===== config.mk =====
export PLATFORM = sky130hd
export DESIGN_NAME = uv_spi_rxpq
export DESIGN_NICKNAME = d
export VERILOG_FILES = /design/src/rtl/uv_spi_pkg.sv /design/src/rtl/uv_queue.sv /design/src/rtl/uv_spi_rxpq.sv
export SDC_FILE = /design/constraint.sdc
export NUM_CORES = 1
export LEC_CHECK = 0
export BUFFER_PORTS_ARGS = -buffer_cell sky130_fd_sc_hd__buf_2
export CORE_MARGIN = 3
export CORE_UTILIZATION = 55
export DETAILED_ROUTE_END_ITERATION = 8
export PLACE_DENSITY = 0.83
export SLEW_MARGIN = 20
export SYNTH_ARGS = -nofsm -noshare
export SYNTH_HDL_FRONTEND = slang
export SYNTH_SLANG_ARGS = --single-unit
export TNS_END_PERCENT = 1

===== constraint.sdc =====
create_clock -name clk -period 8.3 [get_ports clk]
set_input_delay 1.66 -clock clk [delete_from_list [all_inputs] [get_ports clk]]
set_output_delay 1.66 -clock clk [all_outputs]
set_load 0.05 [all_outputs]

===== src/rtl/uv_spi_pkg.sv =====
// rtl/uv_spi_pkg.sv - shared SPI frame-size encodings and helpers
package uv_spi_pkg;

  localparam logic [1:0] FSZ_8  = 2'd0;
  localparam logic [1:0] FSZ_16 = 2'd1;
  localparam logic [1:0] FSZ_32 = 2'd2;

  localparam int SPI_FRM_DW = 32;

  // Encoding 3 is deliberately folded onto 32 bits.
  function automatic logic [5:0] fsz_bits(input logic [1:0] fsz);
    case (fsz)
      FSZ_8:   return 6'd8;
      FSZ_16:  return 6'd16;
      default: return 6'd32;
    endcase
  endfunction

endpackage


===== src/rtl/uv_queue.sv =====
// rtl/uv_queue.sv - pointer-based word FIFO with optional zero-latency head read
module uv_queue #(
  parameter int DAT_WIDTH = 32,
  parameter int PTR_WIDTH = 3,
  parameter int QUE_DEPTH = 2**PTR_WIDTH,
  parameter bit ZERO_RDLY = 1'b1
) (
  input  logic                 clk,
  input  logic                 rst_n,
  input  logic                 clr,
  input  logic                 enq_vld,
  input  logic [DAT_WIDTH-1:0] enq_dat,
  input  logic                 deq_vld,
  output logic                 deq_rdy,
  output logic [DAT_WIDTH-1:0] deq_dat,
  output logic [PTR_WIDTH:0]   que_len
);

  logic [PTR_WIDTH:0]   wr_q, wr_d, rd_q, rd_d;
  logic [DAT_WIDTH-1:0] mem_q [QUE_DEPTH];
  logic [DAT_WIDTH-1:0] head;
  logic                 enq_ok, deq_ok;

  // Extra pointer MSB keeps full and empty distinct.
  assign que_len = wr_q - rd_q;
  assign deq_rdy = (que_len != '0);
  assign enq_ok  = enq_vld && (que_len < (PTR_WIDTH+1)'(QUE_DEPTH));
  assign deq_ok  = deq_vld && deq_rdy;
  assign head    = deq_rdy ? mem_q[rd_q[PTR_WIDTH-1:0]] : '0;

  always_comb begin
    wr_d = wr_q;
    rd_d = rd_q;
    if (clr) begin
      wr_d = '0;
      rd_d = '0;
    end else begin
      if (enq_ok) wr_d = wr_q + (PTR_WIDTH+1)'(1);
      if (deq_ok) rd_d = rd_q + (PTR_WIDTH+1)'(1);
    end
  end

  always_ff @(posedge clk or negedge rst_n) begin
    if (!rst_n) begin
      wr_q <= '0;
      rd_q <= '0;
    end else begin
      wr_q <= wr_d;
      rd_q <= rd_d;
    end
  end

  always_ff @(posedge clk) begin
    if (enq_ok && !clr) mem_q[wr_q[PTR_WIDTH-1:0]] <= enq_dat;
  end

  generate
    if (ZERO_RDLY) begin : g_zrd
      assign deq_dat = head;
    end else begin : g_rrd
      logic [DAT_WIDTH-1:0] out_q;
      always_ff @(posedge clk or negedge rst_n) begin
        if (!rst_n) out_q <= '0;
        else        out_q <= head;
      end
      assign deq_dat = out_q;
    end
  endgenerate

endmodule


===== src/rtl/uv_spi_rxpq.sv =====
// rtl/uv_spi_rxpq.sv - SPI RX packing queue: frames packed little-endian into FIFO words
module uv_spi_rxpq
  import uv_spi_pkg::*;
#(
  parameter int QUE_AW = 3,
  parameter int QUE_DP = 2**QUE_AW,
  parameter int QUE_DW = 32
) (
  input  logic                  clk,
  input  logic                  rst_n,
  input  logic                  frm_vld,
  input  logic [SPI_FRM_DW-1:0] frm_dat,
  input  logic                  frm_end,
  input  logic [1:0]            cfg_fsz,
  input  logic [QUE_AW:0]       cfg_thr,
  input  logic                  que_clr,
  output logic                  deq_rdy,
  input  logic                  deq_vld,
  output logic [QUE_DW-1:0]     deq_dat,
  output logic [QUE_AW:0]       que_len,
  output logic                  thr_irq,
  output logic                  ovf,
  input  logic                  ovf_clr
);

  localparam int IDX_W = $clog2(QUE_DW/8) + 1;

  logic [IDX_W-1:0]      pk_idx_q, pk_idx_d, idx_inc, slots;
  logic [QUE_DW-1:0]     pk_dat_q, pk_dat_d, pk_word, frm_sh;
  logic [SPI_FRM_DW-1:0] frm_msk;
  logic [5:0]            fbits;
  logic                  word_done, push, q_full;
  logic                  ovf_q, ovf_d;

  always_comb begin
    fbits     = fsz_bits(cfg_fsz);
    slots     = IDX_W'(QUE_DW / int'(fbits));
    frm_msk   = frm_dat & ((fbits == 6'd32) ? '1 : ((32'd1 << fbits) - 32'd1));
    frm_sh    = QUE_DW'(frm_msk) << (int'(pk_idx_q) * int'(fbits));
    pk_word   = frm_vld ? (pk_dat_q | frm_sh) : pk_dat_q;
    idx_inc   = frm_vld ? (pk_idx_q + IDX_W'(1)) : pk_idx_q;
    word_done = frm_vld && (idx_inc == slots);
    // A frame that both completes the word and ends the transfer still yields one push.
    push      = !que_clr && (word_done || (frm_end && (idx_inc != '0)));
    q_full    = (que_len == (QUE_AW+1)'(QUE_DP));

    pk_idx_d = idx_inc;
    pk_dat_d = pk_word;
    if (que_clr || push) begin
      pk_idx_d = '0;
      pk_dat_d = '0;
    end

    ovf_d = (push && q_full) || (ovf_q && !ovf_clr);
  end

  always_ff @(posedge clk or negedge rst_n) begin
    if (!rst_n) begin
      pk_idx_q <= '0;
      pk_dat_q <= '0;
      ovf_q    <= 1'b0;
    end else begin
      pk_idx_q <= pk_idx_d;
      pk_dat_q <= pk_dat_d;
      ovf_q    <= ovf_d;
    end
  end

  uv_queue #(
    .DAT_WIDTH (QUE_DW),
    .PTR_WIDTH (QUE_AW),
    .QUE_DEPTH (QUE_DP),
    .ZERO_RDLY (1'b1)
  ) u_queue (
    .clk     (clk),
    .rst_n   (rst_n),
    .clr     (que_clr),
    .enq_vld (push),
    .enq_dat (pk_word),
    .deq_vld (deq_vld),
    .deq_rdy (deq_rdy),
    .deq_dat (deq_dat),
    .que_len (que_len)
  );

  assign ovf     = ovf_q;
  assign thr_irq = (cfg_thr != '0) && (que_len >= cfg_thr);

endmodule


# Word level (Yosys, flattened, before mapping)

Memory sizes are Yosys's and may differ from the RTL's.
Cells that the tools add are included.

Bits in registers: 44
Memory bits (writable): 256
Input bits: 45
Output and inout port bits: 39
Logic and storage cells: 56
Memories kept: 1

Memories:

| name          | depth | width | rd ports | clocked after memory_dff | wr ports | line           | RTL |
|---|---|---|---|---|---|---|---|
| u_queue.mem_q | 8     | 32    | 1        | 0                        | 1        | uv_queue.sv:20 | `logic [DAT_WIDTH-1:0] mem_q [QUE_DEPTH];` |

$add $sub $neg: 5
$mul: 1
Div/mod/pow operators: 1
Magnitude comparators: 2
Equal/unequal tests: 4
Shifts and indexed selects: 2
Mux-type cells: 13
Bitwise gates (word level): 2
Reduce and logical (&&, ||, !) cells: 20

Operator list:

| operator                                           | number |
|---|---|
| two-way mux 32 bit                                 | 4 |
| AND 32 bit                                         | 1 |
| divider 7 x 7 -> 32 bit, first input constant      | 1 |
| bitwise OR 32 bit                                  | 1 |
| << shifter 1 x 6 -> 32 bit, first input constant   | 1 |
| << shifter 32 x 9 -> 32 bit                        | 1 |
| subtractor 32 x 1 -> 32 bit, second input constant | 1 |
| two-way mux 4 bit                                  | 4 |
| one-hot mux 6 bit (2 select lines)                 | 1 |
| logical AND 1 bit                                  | 9 |
| multiplier 3 x 6 -> 9 bit                          | 1 |
| adder 4 x 1 -> 4 bit, second input constant        | 2 |
| nonzero test 4 bit                                 | 2 |
| == test 6 bit, second input constant               | 1 |
| two-way mux 3 bit                                  | 2 |
| == test 4 bit, second input constant               | 1 |
| greater-or-equal comparator 4 bit                  | 1 |
| < comparator 4 bit, second input constant          | 1 |
| nonzero test 2 bit                                 | 2 |
| subtractor 4 bit                                   | 1 |
| adder 3 x 1 -> 3 bit, second input constant        | 1 |
| == test 3 bit                                      | 1 |
| logical OR 1 bit                                   | 3 |
| nonzero test 3 bit                                 | 1 |
| 4 further kinds                                    | 6 |

# Logic depth before layout (Yosys ltp)

Word-level depth: 11
Depth in mapped cells: 13
Depth with buffers taken out: 9

# By module

Synthesis repeated with hierarchy kept, for this count alone.

Cells, all modules: 759
Area total of the unflattened synthesis: 12951.2 sq um

Modules (own cells, without submodules):

| module      | instances | cells an instance | area each (sq um) | sequential area each (sq um) |
|---|---|---|---|---|
| uv_queue    | 1         | 528               | 10602.7           | 7887.6 |
| uv_spi_rxpq | 1         | 231               | 2348.5            | 900.9 |

# Least setup slack after synthesis

No wires, ideal clock.

Kind: input-to-reg
Start point: input port cfg_fsz[0]
End point: memory u_queue.mem_q[0][0] (enable)
Setup time: 0.461 ns
Arrival time: 5.244 ns
Data required time: 7.839 ns
Setup slack: 2.595 ns
Stages on the path: 8
Path buffers: 1
Path through: buf_6 > and2b_1 > inv_1 > ha_1 > xnor2_1 > a41o_1 > nand3_1 > nor3_1

Cells in the longest elaborated chain, start to end: 11
Elaborated cells between the ends (all ways): 12
Those cells by class: 1 x div; 2 x eq/ne; 3 x mux; 6 x reduce/logical

Ends and longest elaborated chain:

| element                                                     | line              | RTL |
|---|---|---|
| start: declaration                                          | uv_spi_rxpq.sv:14 | `input logic [1:0] cfg_fsz,` |
| == test 2 x 1 -> 1 bit or logical NOT 2 bit (tied branches) | uv_spi_pkg.sv:12  | `case (fsz)` |
| one-hot mux 6 bit (2 select lines) (*)                      | uv_spi_pkg.sv:12  |  |
| divider 7 x 7 -> 32 bit (*)                                 | uv_spi_rxpq.sv:37 | `slots = IDX_W'(QUE_DW / int'(fbits));` |
| == test 3 bit (*)                                           | uv_spi_rxpq.sv:42 | `word_done = frm_vld && (idx_inc == slots);` |
| logical AND 1 bit (*)                                       | uv_spi_rxpq.sv:42 |  |
| logical OR 1 bit (*)                                        | uv_spi_rxpq.sv:44 | `push = !que_clr && (word_done \|\| (frm_end && (idx_inc != '0)));` |
| logical AND 1 bit (*)                                       | uv_spi_rxpq.sv:44 |  |
| logical AND 1 bit (*)                                       | uv_queue.sv:27    | `assign enq_ok = enq_vld && (que_len < (PTR_WIDTH+1)'(QUE_DEPTH));` |
| logical AND 1 bit (*)                                       | uv_queue.sv:54    | `if (enq_ok && !clr) mem_q[wr_q[PTR_WIDTH-1:0]] <= enq_dat;` |
| two-way mux 1 bit (*)                                       | uv_queue.sv:54    |  |
| two-way mux 1 bit (not written as such) (*)                 | uv_queue.sv:54    |  |
| end: declaration                                            | uv_queue.sv:20    |  |

Every way passes the cells marked *; elsewhere a longest branch is shown, timed or not.

# Worst setup path in the final report

Start point: register u_queue.rd_q[0]
End point: output port deq_dat[17]

Cells in the longest elaborated chain, start to end: 3
Elaborated cells between the ends (all ways): 4
Those cells by class: 1 x add/sub; 1 x mux; 1 x reduce/logical; 1 x memory

Ends and longest elaborated chain:

| element                  | line              | RTL |
|---|---|---|
| start: declaration       | uv_queue.sv:19    | `logic [PTR_WIDTH:0] wr_q, wr_d, rd_q, rd_d;` |
| start signal: assignment | uv_queue.sv:49    | `rd_q <= rd_d;` |
| subtractor 4 bit         | uv_queue.sv:25    | `assign que_len = wr_q - rd_q;` |
| nonzero test 4 bit       | uv_queue.sv:26    | `assign deq_rdy = (que_len != '0);` |
| two-way mux 32 bit (*)   | uv_queue.sv:29    | `assign head = deq_rdy ? mem_q[rd_q[PTR_WIDTH-1:0]] : '0;` |
| end: declaration         | uv_spi_rxpq.sv:19 | `output logic [QUE_DW-1:0] deq_dat,` |

Marks and branches as above.

==> metrics.txt <==
syn_nets=834; Post-Synthesis Cells=770; port bufs=83; Max Slew Vio Count=0; postcts setup bufs=0; Top Family by Delay on Critical Path=flip-flops; Critical Path RT=6.64 ns; Detailed Routing Iterations Pass 1=5; CP Buf/Inv Count=3; Relative slew margins=25.2%; CP max stage cell=dfrtp_4; Yosys cell types=52; final core utilization=63.5%; DIE AREA=25000 µm²; Via Count=7391; share of layout cells above drive strength 1=26.9%; DRT Wirelength=29.4 mm; Max clock buf depth=3; Setup Viol. Count Final=0; unrepaired setup endpoints after global routing=false; PostCTS Resize Cnt=0; nets@finish=918; most frequent cells in the layout=edfxtp_1, nand2_1, buf_2, mux4_2, a21oi_1; hold buffers post-CTS=0; Psw=0.00195 W; Critical Path Start Type=register; P_int=0.00305 W; Post-synth EDFFs=256; Synth Flop Type=edfxtp_1; Initial Util=56.0%; Vias/cell=6.37; sw frac=39.0%; Worst-Skew Late Latency=0.54 ns; DRT antenna net count=0; GRT Total Usage=24.2%; Detail Placement HPWL=16.8 mm; crit path max fanout=41; CTS tree=done; Leak=5.22 nW; Setup crit end kind=primary output; Synth Register Bits=300; commonest non-fill, non-tap cell in the layout=edfxtp_1; grt ovf=0; routability cong.=0.859; status=finished, final reports clean; DIE WIDTH=158 µm; pwr/cell area=347 nW/µm²; H-tree depth=1; CP arrival=3.92 ns; clock slew at reported path FFs=0.06 ns; Yosys warning count=0; total CTS buffers=29; crit path kind=reg2out; clk sinks=300; # diodes=0; sequential area share after synthesis=69.1%; initial antenna violation count=0; worst path cell trace=ha_1, inv_1, fa_1, xor2_1, or3_1, nor3b_2, buf_4, a21oi_1, buf_2; average wire per standard cell=25.3 µm; first-pass GRT wire length=45.0 mm; hold crit path type=reg2reg; max-cap viol count=0; FP Rows=55; vias in the first global route=7586; Placeable Area=22700 µm²; mean post-synth cell area=16.5 µm²; Clk pwr share=26.8%; period utilisation layout=67.2%; Post-Route Setup TNS=0 ns; Seq pwr share=36.3%; die height=158 µm; Fin. Hold Viols=0; slowest cell delay on critical path=0.93 ns; Worst Max-Slew Pin Slew=1.11 ns; combinational share of power=36.9%; Syn Std Cell Area=12700 µm²; Area Growth Syn to Fin=13.4%; I/O pins=84; minimum clock period=5.58 ns; VDD IR max=0.000391 V; DRC=0; Max Freq=0.179 GHz; ys async rst share=14.7%; iteration-0 DRC count of the detailed router=778; CTS root buffer=clkbuf_16; largest net degree at the start of global routing=68; Clock Skews=0.0105 ns
==> power groups by stage <==
| stage | Combinational (W) | Sequential, W | Clock [W] |
|---|---|---|---|
| 2_1_floorplan | 0.00144 | 0.00179 | 0 |
| 3_3_place_gp | 0.00183 | 0.00184 | 0 |
| 3_5_place_dp | 0.00185 | 0.00185 | 0 |
| 4_1_cts | 0.00186 | 0.00182 | 0.00135 |
| 5_1_grt | 0.00196 | 0.00183 | 0.00142 |
| 6_report | 0.00184 | 0.00181 | 0.00134 |
==> worst min-delay path, stage by stage (launching register included) <==
cell and delay (ns):
dfrtp_1 0.35, nand2b_1 0.06, o41ai_1 0.05
==> per-layer routing <==
metal  track usage, %  part of all wire, %
met5                0                    0
met1             34.4                   39
met3             4.54                   10
met2             39.1                   49
met4             6.92                  2.4
==> synthesized netlist by cell type (7+ instances only) <==
library cell  number  area (µm²)
nor2b_1           21         131
a211oi_2           8         100
edfxtp_1         256        7690
o21ai_0            7        35.0
mux4_2            64        1440
nand2_1           86         323
o31ai_1           10        75.1
o21bai_1           8        60.1
clkbuf_1          19        71.3
a31oi_1           14        87.6
ha_1              16         200
buf_2             16        80.1
dfrtp_1           44        1100
and2_1             9        56.3
a21oi_1           62         310
o21a_1             8        60.1
inv_1             17        63.8
nor2_1             9        33.8
a21o_1            13        97.6
nand3_1           11        55.1
==> path summary, 6_finish.rpt <==
kind	startpoint	to	slack [ns]	cells past startpoint
worst max-delay path	u_queue.rd_q[0]	deq_dat[17]	2.72	9
worst min register to register	ovf	ovf	0.49	2
min in group asynchronous	rst_n	pk_dat_q[6]	1.21	2
worst max register to register	pk_idx_q[0]	u_queue.mem_q[0][25]	3.71	8
worst min-delay path	ovf	ovf	0.49	2
max in group asynchronous	rst_n	u_queue.rd_q[0]	6.58	2
==> layout make-up <==
class / count / area, µm²
well taps: 285 / 357
fillers: 1543 / 8290
multi-input cells: 405 / 3680
flip-flops and latches: 300 / 8790
repair buffers: 99 / 536
clock inverters: 17 / 198
clock buffers: 36 / 782
inverters: 19 / 73.8
==> metrics by stage <==
stage | cells | power (W) | hold slack (ns) | worst slack, ns | area, µm²
2_1_floorplan | 770 | 0.00324 | 0.503 | 2.59 | 12700
3_3_place_gp | 1108 | 0.00367 | 0.462 | 2.62 | 13400
3_5_place_dp | 1108 | 0.00369 | 0.469 | 2.44 | 13400
4_1_cts | 1161 | 0.00503 | 0.493 | 2.67 | 14400
5_1_grt | 1161 | 0.00520 | 0.547 | 2.45 | 14400
6_report | 1161 | 0.00500 | 0.493 | 2.72 | 14400
==> sequential cells by signal, indices dropped and copies added, names as in the netlist <==
register / count
u_queue.mem_q: 256
pk_dat_q: 32
u_queue.rd_q: 4
u_queue.wr_q: 4
pk_idx_q: 3
ovf: 1
==> cell families after synthesis <==
logic type                 count (synthesis)  share of synthesized area [%]
AOI/OAI and AO/OA                        144                           7.57
xor gates and xnor gates                   8                          0.728
adders and majority gates                 19                           2.05
buffers and inverters                     65                           2.40
DFF                                      300                           69.1
muxes                                     67                           11.6
and+or+nand+nor                          167                           6.56
Note: power is estimated with default switching activity, not from simulation.
